## src/rtl/ctrl_spi_bank_if.sv

```systemverilog
// Gigatron-side bus and SPI pins of the bank/SPI controller.
// master: drives GA, nGOE, nGWE and MISO; observes SCK, MOSI, nSS, BANK,
//         nZPBANK, RXDATA, BUSY and OVR.
// slave : the controller; the mirror image of master.
interface ctrl_spi_bank_if #(
  parameter int unsigned BANK_BITS = 2,
  parameter int unsigned NSS       = 2
);
  logic [15:0]          GA;
  logic                 nGOE;
  logic                 nGWE;
  logic                 MISO;
  logic                 SCK;
  logic                 MOSI;
  logic [NSS-1:0]       nSS;
  logic [BANK_BITS-1:0] BANK;
  logic                 nZPBANK;
  logic [7:0]           RXDATA;
  logic                 BUSY;
  logic                 OVR;

  modport master (
    output GA, nGOE, nGWE, MISO,
    input  SCK, MOSI, nSS, BANK, nZPBANK, RXDATA, BUSY, OVR
  );

  modport slave (
    input  GA, nGOE, nGWE, MISO,
    output SCK, MOSI, nSS, BANK, nZPBANK, RXDATA, BUSY, OVR
  );
endinterface

```

## src/rtl/ctrl_spi_bank.sv

```systemverilog
// Gigatron RAM bank register plus byte-wide SPI master, controlled by
// write cycles on the address bus (the address itself carries the command).
// Ports: CLK (sole clock), nRST (async active-low reset),
//        bus (slave modport): GA/nGOE/nGWE control cycle, MISO in,
//        SCK/MOSI/nSS SPI out, BANK/nZPBANK bank control, RXDATA last byte,
//        BUSY transfer active, OVR sticky rejected-while-busy flag.
// The interface must be instantiated with the same BANK_BITS/NSS.
module ctrl_spi_bank #(
  parameter int unsigned BANK_BITS = 2,
  parameter int unsigned NSS       = 2,
  parameter int unsigned DIV       = 1
) (
  input  logic            CLK,
  input  logic            nRST,
  ctrl_spi_bank_if.slave  bus
);

  localparam int unsigned DIV_W  = 8;
  localparam int unsigned BIT_W  = 3;
  localparam int unsigned BYTE_W = 8;
  localparam logic [DIV_W-1:0] DIV_RELOAD = DIV_W'(DIV - 1);

  // Parameter range checks at elaboration
  if (BANK_BITS < 1 || BANK_BITS > 6) begin : g_bad_bank_bits
    $error("ctrl_spi_bank: BANK_BITS out of range 1..6");
  end
  if (NSS < 1 || NSS > 6) begin : g_bad_nss
    $error("ctrl_spi_bank: NSS out of range 1..6");
  end
  if (BANK_BITS + NSS > 8) begin : g_bad_sum
    $error("ctrl_spi_bank: BANK_BITS+NSS exceeds 8");
  end
  if (DIV < 1 || DIV > 255) begin : g_bad_div
    $error("ctrl_spi_bank: DIV out of range 1..255");
  end

  typedef enum logic [1:0] {IDLE, LEAD, TRAIL} state_t;

  state_t               state_q, state_d;
  logic                 ctrl_q, ctrl_prev_q;
  logic [15:0]          ga_q;
  logic [BANK_BITS-1:0] bank_q, bank_d;
  logic                 nzp_q, nzp_d;
  logic [NSS-1:0]       nss_q, nss_d;
  logic                 cpol_q, cpol_d;
  logic                 ovr_q, ovr_d;
  logic                 busy_q, busy_d;
  logic                 sck_q, sck_d;
  logic                 mosi_q, mosi_d;
  logic [BYTE_W-1:0]    rx_q, rx_d;
  logic [BYTE_W-1:0]    tx_q, tx_d;
  logic [BYTE_W-1:0]    rxsh_q, rxsh_d;
  logic [BIT_W-1:0]     bit_q, bit_d;
  logic [DIV_W-1:0]     div_q, div_d;

  logic act_c, cfg_c, xfer_c, in_xfer_c;
  logic unused_ga;

  // Address bits 7:6 carry no meaning for this block
  assign unused_ga = ^ga_q[7:6];

  // Only the first registered cycle of a control assertion acts
  assign act_c     = ctrl_q & ~ctrl_prev_q;
  assign cfg_c     = act_c & ~ga_q[1];
  assign xfer_c    = act_c &  ga_q[1];
  assign in_xfer_c = (state_q != IDLE);

  // Control-cycle sampling
  always_ff @(posedge CLK or negedge nRST) begin
    if (!nRST) begin
      ctrl_q      <= 1'b0;
      ctrl_prev_q <= 1'b0;
      ga_q        <= 16'h0000;
    end else begin
      ctrl_q      <= ~bus.nGOE & ~bus.nGWE & (bus.GA[3:2] != 2'b00);
      ctrl_prev_q <= ctrl_q;
      ga_q        <= bus.GA;
    end
  end

  // State and output registers
  always_ff @(posedge CLK or negedge nRST) begin
    if (!nRST) begin
      state_q <= IDLE;
      bank_q  <= '0;
      nzp_q   <= 1'b1;
      nss_q   <= '1;
      cpol_q  <= 1'b0;
      ovr_q   <= 1'b0;
      busy_q  <= 1'b0;
      sck_q   <= 1'b0;
      mosi_q  <= 1'b0;
      rx_q    <= '0;
      tx_q    <= '0;
      rxsh_q  <= '0;
      bit_q   <= '0;
      div_q   <= '0;
    end else begin
      state_q <= state_d;
      bank_q  <= bank_d;
      nzp_q   <= nzp_d;
      nss_q   <= nss_d;
      cpol_q  <= cpol_d;
      ovr_q   <= ovr_d;
      busy_q  <= busy_d;
      sck_q   <= sck_d;
      mosi_q  <= mosi_d;
      rx_q    <= rx_d;
      tx_q    <= tx_d;
      rxsh_q  <= rxsh_d;
      bit_q   <= bit_d;
      div_q   <= div_d;
    end
  end

  // Command decode, SPI phase sequencing and next output values
  always_comb begin
    state_d = state_q;
    bank_d  = bank_q;
    nzp_d   = nzp_q;
    nss_d   = nss_q;
    cpol_d  = cpol_q;
    ovr_d   = ovr_q;
    busy_d  = busy_q;
    sck_d   = sck_q;
    mosi_d  = mosi_q;
    rx_d    = rx_q;
    tx_d    = tx_q;
    rxsh_d  = rxsh_q;
    bit_d   = bit_q;
    div_d   = div_q;

    // Bank bits always follow config; SPI settings freeze during a transfer
    if (cfg_c) begin
      bank_d = ga_q[8 +: BANK_BITS];
      nzp_d  = ga_q[5];
      if (in_xfer_c) begin
        ovr_d = 1'b1;
      end else begin
        nss_d  = ga_q[8+BANK_BITS +: NSS];
        cpol_d = ga_q[4];
      end
      if (ga_q[0]) begin
        ovr_d = 1'b0;
      end
    end
    if (xfer_c && in_xfer_c) begin
      ovr_d = 1'b1;
    end

    case (state_q)
      IDLE: begin
        sck_d = cpol_d;
        if (xfer_c) begin
          state_d = LEAD;
          busy_d  = 1'b1;
          tx_d    = ga_q[15:8];
          mosi_d  = ga_q[15];
          rxsh_d  = '0;
          bit_d   = '0;
          div_d   = DIV_RELOAD;
        end
      end
      LEAD: begin
        if (div_q == '0) begin
          state_d = TRAIL;
          div_d   = DIV_RELOAD;
          sck_d   = ~cpol_q;
          rxsh_d  = {rxsh_q[BYTE_W-2:0], bus.MISO};
        end else begin
          div_d = div_q - DIV_W'(1);
        end
      end
      TRAIL: begin
        if (div_q == '0) begin
          div_d = DIV_RELOAD;
          sck_d = cpol_q;
          bit_d = bit_q + BIT_W'(1);
          // Bit counter wrapping 7->0 ends the byte
          if (bit_q == BIT_W'(7)) begin
            state_d = IDLE;
            busy_d  = 1'b0;
            rx_d    = rxsh_q;
          end else begin
            state_d = LEAD;
            tx_d    = {tx_q[BYTE_W-2:0], 1'b0};
            mosi_d  = tx_q[BYTE_W-2];
          end
        end else begin
          div_d = div_q - DIV_W'(1);
        end
      end
      default: begin
        state_d = IDLE;
        busy_d  = 1'b0;
      end
    endcase
  end

  assign bus.BANK    = bank_q;
  assign bus.nZPBANK = nzp_q;
  assign bus.nSS     = nss_q;
  assign bus.SCK     = sck_q;
  assign bus.MOSI    = mosi_q;
  assign bus.RXDATA  = rx_q;
  assign bus.BUSY    = busy_q;
  assign bus.OVR     = ovr_q;

endmodule
```

## src/flat_wrapper.sv

```systemverilog
// flat-port wrapper written by rule: the top's interface ports become plain ports
module ctrl_spi_bank_flat 
#(
  parameter int unsigned BANK_BITS = 2,
  parameter int unsigned NSS       = 2,
  parameter int unsigned DIV       = 1
)
  (CLK, nRST, bus_GA, bus_nGOE, bus_nGWE, bus_MISO, bus_SCK, bus_MOSI, bus_nSS, bus_BANK, bus_nZPBANK, bus_RXDATA, bus_BUSY, bus_OVR);
  ctrl_spi_bank_if #(.BANK_BITS(BANK_BITS), .NSS(NSS)) bus_i ();
  input  logic CLK;
  input  logic nRST;
  input wire logic [$bits(bus_i.GA)-1:0] bus_GA;
  input wire logic [$bits(bus_i.nGOE)-1:0] bus_nGOE;
  input wire logic [$bits(bus_i.nGWE)-1:0] bus_nGWE;
  input wire logic [$bits(bus_i.MISO)-1:0] bus_MISO;
  output wire logic [$bits(bus_i.SCK)-1:0] bus_SCK;
  output wire logic [$bits(bus_i.MOSI)-1:0] bus_MOSI;
  output wire logic [$bits(bus_i.nSS)-1:0] bus_nSS;
  output wire logic [$bits(bus_i.BANK)-1:0] bus_BANK;
  output wire logic [$bits(bus_i.nZPBANK)-1:0] bus_nZPBANK;
  output wire logic [$bits(bus_i.RXDATA)-1:0] bus_RXDATA;
  output wire logic [$bits(bus_i.BUSY)-1:0] bus_BUSY;
  output wire logic [$bits(bus_i.OVR)-1:0] bus_OVR;
  assign bus_i.GA = bus_GA;
  assign bus_i.nGOE = bus_nGOE;
  assign bus_i.nGWE = bus_nGWE;
  assign bus_i.MISO = bus_MISO;
  assign bus_SCK = bus_i.SCK;
  assign bus_MOSI = bus_i.MOSI;
  assign bus_nSS = bus_i.nSS;
  assign bus_BANK = bus_i.BANK;
  assign bus_nZPBANK = bus_i.nZPBANK;
  assign bus_RXDATA = bus_i.RXDATA;
  assign bus_BUSY = bus_i.BUSY;
  assign bus_OVR = bus_i.OVR;
  ctrl_spi_bank #(.BANK_BITS(BANK_BITS), .NSS(NSS), .DIV(DIV)) u_core (.CLK(CLK), .nRST(nRST), .bus(bus_i));
endmodule
```

## config.mk

```make
export PLATFORM = sky130hd
export DESIGN_NAME = ctrl_spi_bank_flat
export DESIGN_NICKNAME = d
export VERILOG_FILES = /design/src/rtl/ctrl_spi_bank_if.sv /design/src/rtl/ctrl_spi_bank.sv /design/src/flat_wrapper.sv
export SDC_FILE = /design/constraint.sdc
export NUM_CORES = 1
export LEC_CHECK = 0
export BUFFER_PORTS_ARGS = -buffer_cell sky130_fd_sc_hd__buf_2
export CAP_MARGIN = 20
export CORE_MARGIN = 2
export CORE_UTILIZATION = 45
export CTS_CLUSTER_DIAMETER = 60
export DETAILED_ROUTE_END_ITERATION = 8
export GPL_TIMING_DRIVEN = 0
export PLACE_DENSITY_LB_ADDON = 0.1
export SLEW_MARGIN = 0
export SYNTH_ARGS = -nofsm -noshare
export SYNTH_HDL_FRONTEND = slang
export SYNTH_SLANG_ARGS = --single-unit
```

## constraint.sdc

```tcl
create_clock -name CLK -period 2.85 [get_ports CLK]
set_input_delay 0.57 -clock CLK [delete_from_list [all_inputs] [get_ports CLK]]
set_output_delay 0.57 -clock CLK [all_outputs]
set_load 0.05 [all_outputs]
```

==> metrics.md <==
| Metric | Value |
|---|---|
| Core occupancy in the finished layout | `55.42%` |
| Estimated wirelength of the detail-placed design | `3228 µm` |
| Startpoint type of the worst setup path | `register` |
| Hold-fix buffers at CTS | `0` |
| WHS | `269.6 ps` |
| Avg Inst Size Synth | `12.27 µm²` |
| Wire length of the first global-routing pass | `7852 µm` |
| Maximum buffer depth of the clock tree | `2` |
| Actual slew at the worst max-slew pin | `674.6 ps` |
| Main synth FF type | `dfrtp_1` |
| Final period util | `82.76%` |
| Sort of element at the end of the critical path | `register` |
| Total negative slack for setup checks | `0 ps` |
| Data arrival time of the critical path | `2560 ps` |
| Worst reg-to-reg path cell count | `7` |
| Die Footprint | `6460 µm²` |
| Total Routed Length | `4546 µm` |
| Number of clock sinks seen by CTS | `60` |
| Final worst path period need | `2359 ps` |
| Antenna diode instance count | `0` |
| Number of nets in the finished design | `290` |
| Clk_skew | `7.662 ps` |
| Result of the run | `finished, final reports clean` |
| Combinational fraction of design power | `40.9%` |
| Max-Cap Viols | `0` |
| Worst Setup Path Type | `reg -> reg` |
| Count of buffers added by post-CTS timing repair for setup | `0` |
| Number of synthesized flops with an enable pin | `0` |
| Placeable core region | `5574 µm²` |
| Number of I/O pins | `38` |
| Length of the first detailed-routing pass in iterations | `4` |
| Detailed router's first-iteration violation count | `62` |
| Area overhead of the layout relative to synthesis | `17.68%` |
| Max-slew violations | `0` |
| GR Overflow Total | `0` |
| Worst VDD drop | `654.7 µV` |
| Count of input and output buffers | `35` |
| Clock insertion delay at the later pin of the skew report | `320 ps` |
| Initial cell density of the core | `47.09%` |
| Largest net degree at the start of global routing | `33` |
| Critical Path Fanout Max | `10` |
| Total nets after synthesis | `243` |
| Clock Power Share | `20.3%` |
| Ys Warns | `0` |
| Sequential group share of total power | `38.8%` |
| Fraction of post-synthesis cell area in the top cell type by area | `54.34%` |
| Number of remaining DRC errors | `0` |
| Final-report setup violation count | `0` |
| Power per cell area | `1070 nW/µm²` |
| Aggregate global-route resource usage | `16.24%` |
| NetSw | `1.295 mW` |
| Number of antenna-violating nets in the routed design | `0` |
| Leading post-synthesis cells by cell area | `dfrtp_1 (54%), mux2_2 (13%), ha_1 (3.8%)` |
| Die boundary width | `80.38 µm` |
| Clock transition at the registers of the reported paths | `70 ps` |
| Avg Vias per Cell | `5.180` |
| Top cells by instance count after synthesis | `dfrtp_1 (57), mux2_2 (30), nand2_1 (26), nand3_1 (9), nor2_1 (9)` |
| Placer's final routability congestion estimate | `0.7513` |
| Number of antenna violations at the first check in global routing | `0` |
| Number of vias after detailed routing | `1751` |
| Sum of internal, switching and leakage power | `3.305 mW` |
| CTS tree | `yes` |
| Clock buffer count from CTS | `9` |
| Seq cells post-synth | `60` |
| Library cell with the highest instance count after synthesis | `dfrtp_1` |
| FFs w/ async S/R, synth | `100.0%` |
| Int Pwr | `2.010 mW` |
| Required time reported for the critical path endpoint | `3060 ps` |
| Clock root cell | `clkbuf_8` |
| Vias in the first global route | `1727` |
| Number of H-tree levels | `3` |
| Count of mapped cells out of synthesis | `214` |
| Post-synthesis cell type count | `40` |
| Share of post-route cells with drive strength above 1 | `33.83%` |
| Post-cts gate resize count | `0` |
| Synthesized cell area | `2625 µm²` |
| Cell type with the highest aggregate area in the netlist | `dfrtp_1` |
| Chip Height | `80.38 µm` |
| Max Freq | `424.0 MHz` |
| Tightest Hold Check Type | `in -> async` |
| Sw Share | `39.17%` |
| Hold violation total from the final report | `0` |
| Detailed-route wire length per cell | `13.45 µm` |
| Unrepaired setup endpoints after global routing | `no` |
| Row count | `27` |
| Leakage power | `1.464 nW` |
| Portion of the post-synthesis area used by sequential elements | `57.34%` |
| Worst slew margin relative to its limit | `53.74%` |
-- logic make-up after synthesis --
| group | share of synthesized area (%) |
|---|---|
| DFF | 57.34 |
| adders and majority gates | 3.813 |
| muxes | 15.54 |
| and+or+nand+nor | 13.20 |
| xor gates and xnor gates | 1.001 |
| AOI/OAI and AO/OA | 7.055 |
| buffers and inverters | 2.050 |
-- cell type report --
cell class / instances / area [µm²]
inverters: 7 / 26.28
repair buffers: 36 / 195.2
plain buffers: 6 / 27.53
fillers: 488 / 2485
clock inverters: 4 / 23.77
multi-input cells: 141 / 1066
flip-flops and latches: 60 / 1505
well taps: 72 / 90.09
clock buffers: 12 / 155.1
-- worst paths after layout --
check	from	to	slack, ps
max	u_core.state_q[0]$_DFFE_PN0P_	u_core.tx_q[4]$_DFFE_PN0P_	490
min	nRST	u_core.div_q[5]$_DFFE_PN0P_	270
max reg2reg	u_core.state_q[0]$_DFFE_PN0P_	u_core.tx_q[4]$_DFFE_PN0P_	490
min reg2reg	u_core.ga_q[0]$_DFF_PN0_	u_core.bus.OVR$_DFFE_PN0P_	420
max in group asynchronous	nRST	u_core.ga_q[12]$_DFF_PN0_	1980
min in group CLK	bus_GA[14]	u_core.ga_q[14]$_DFF_PN0_	350
-- critical path, stage by stage, from the launching register on --
cell      delay [ps]
dfrtp_1          420
inv_1            120
ha_1             170
clkbuf_1         410
nor2b_1          250
a31oi_1          150
nor2_2           340
mux2_2           380
-- registers in the layout, indices dropped and copies added, names as in the netlist --
| name | flops |
|---|---|
| u_core.bus.MOSI | 1 |
| u_core.bus.BANK | 2 |
| u_core.div_q | 8 |
| u_core.state_q | 2 |
| u_core.bit_q | 3 |
| u_core.bus.RXDATA | 8 |
| u_core.cpol_q | 1 |
| u_core.tx_q | 7 |
| u_core.bus.BUSY | 1 |
| u_core.bus.nSS | 2 |
| u_core.bus.OVR | 1 |
| u_core.ga_q | 12 |
| u_core.bus.SCK | 1 |
| u_core.ctrl_prev_q | 1 |
| u_core.bus.nZPBANK | 1 |
| u_core.ctrl_q | 1 |
| u_core.rxsh_q | 8 |
-- per-layer routing --
layer / up-vias / part of all wire (%) / global-route usage (%)
li1: 859 / - / -
met1: 857 / 49 / 20.28
met5: - / 0 / 0
met3: 4 / 3.3 / 6.067
met2: 31 / 47 / 25.67
met4: 0 / 0.90 / 6.102
-- stage by stage --
step / cells / worst slack (ps) / instance area, µm²
after floorplan: 214 / 869.7 / 2625
after global placement: 321 / 500.8 / 2890
after detailed placement: 322 / 491.6 / 2910
after CTS: 338 / 483.7 / 3089
after global routing: 338 / 338.3 / 3089
final: 338 / 491.3 / 3089
-- power by group through the flow --
| stage | logic, mW | clock network [mW] | registers [mW] |
|---|---|---|---|
| floorplan | 0.887 | 0 | 1.45 |
| global placement | 1.34 | 0 | 1.29 |
| detailed placement | 1.37 | 0 | 1.30 |
| CTS | 1.37 | 0.694 | 1.28 |
| global route | 1.53 | 0.732 | 1.32 |
| finish | 1.35 | 0.672 | 1.28 |
-- layout by cell type, fill, tap and decap left out, drive strengths merged, types with 2 or more instances in the layout --
cell type and instances:
o221ai 7, ha 8, and2 2, nor2 10, mux2 30, xnor2 2
dfrtp 57, nor3 2, nand4 2, a21oi 4, mux2i 7, nor2b 3
nand3 9, buf 38, clkbuf 16, clkinv 4, a211oi 3, o21ai 5
nand2b 4, inv 7, nand2 26, dfstp 3
(Power assumes the default switching activity.)
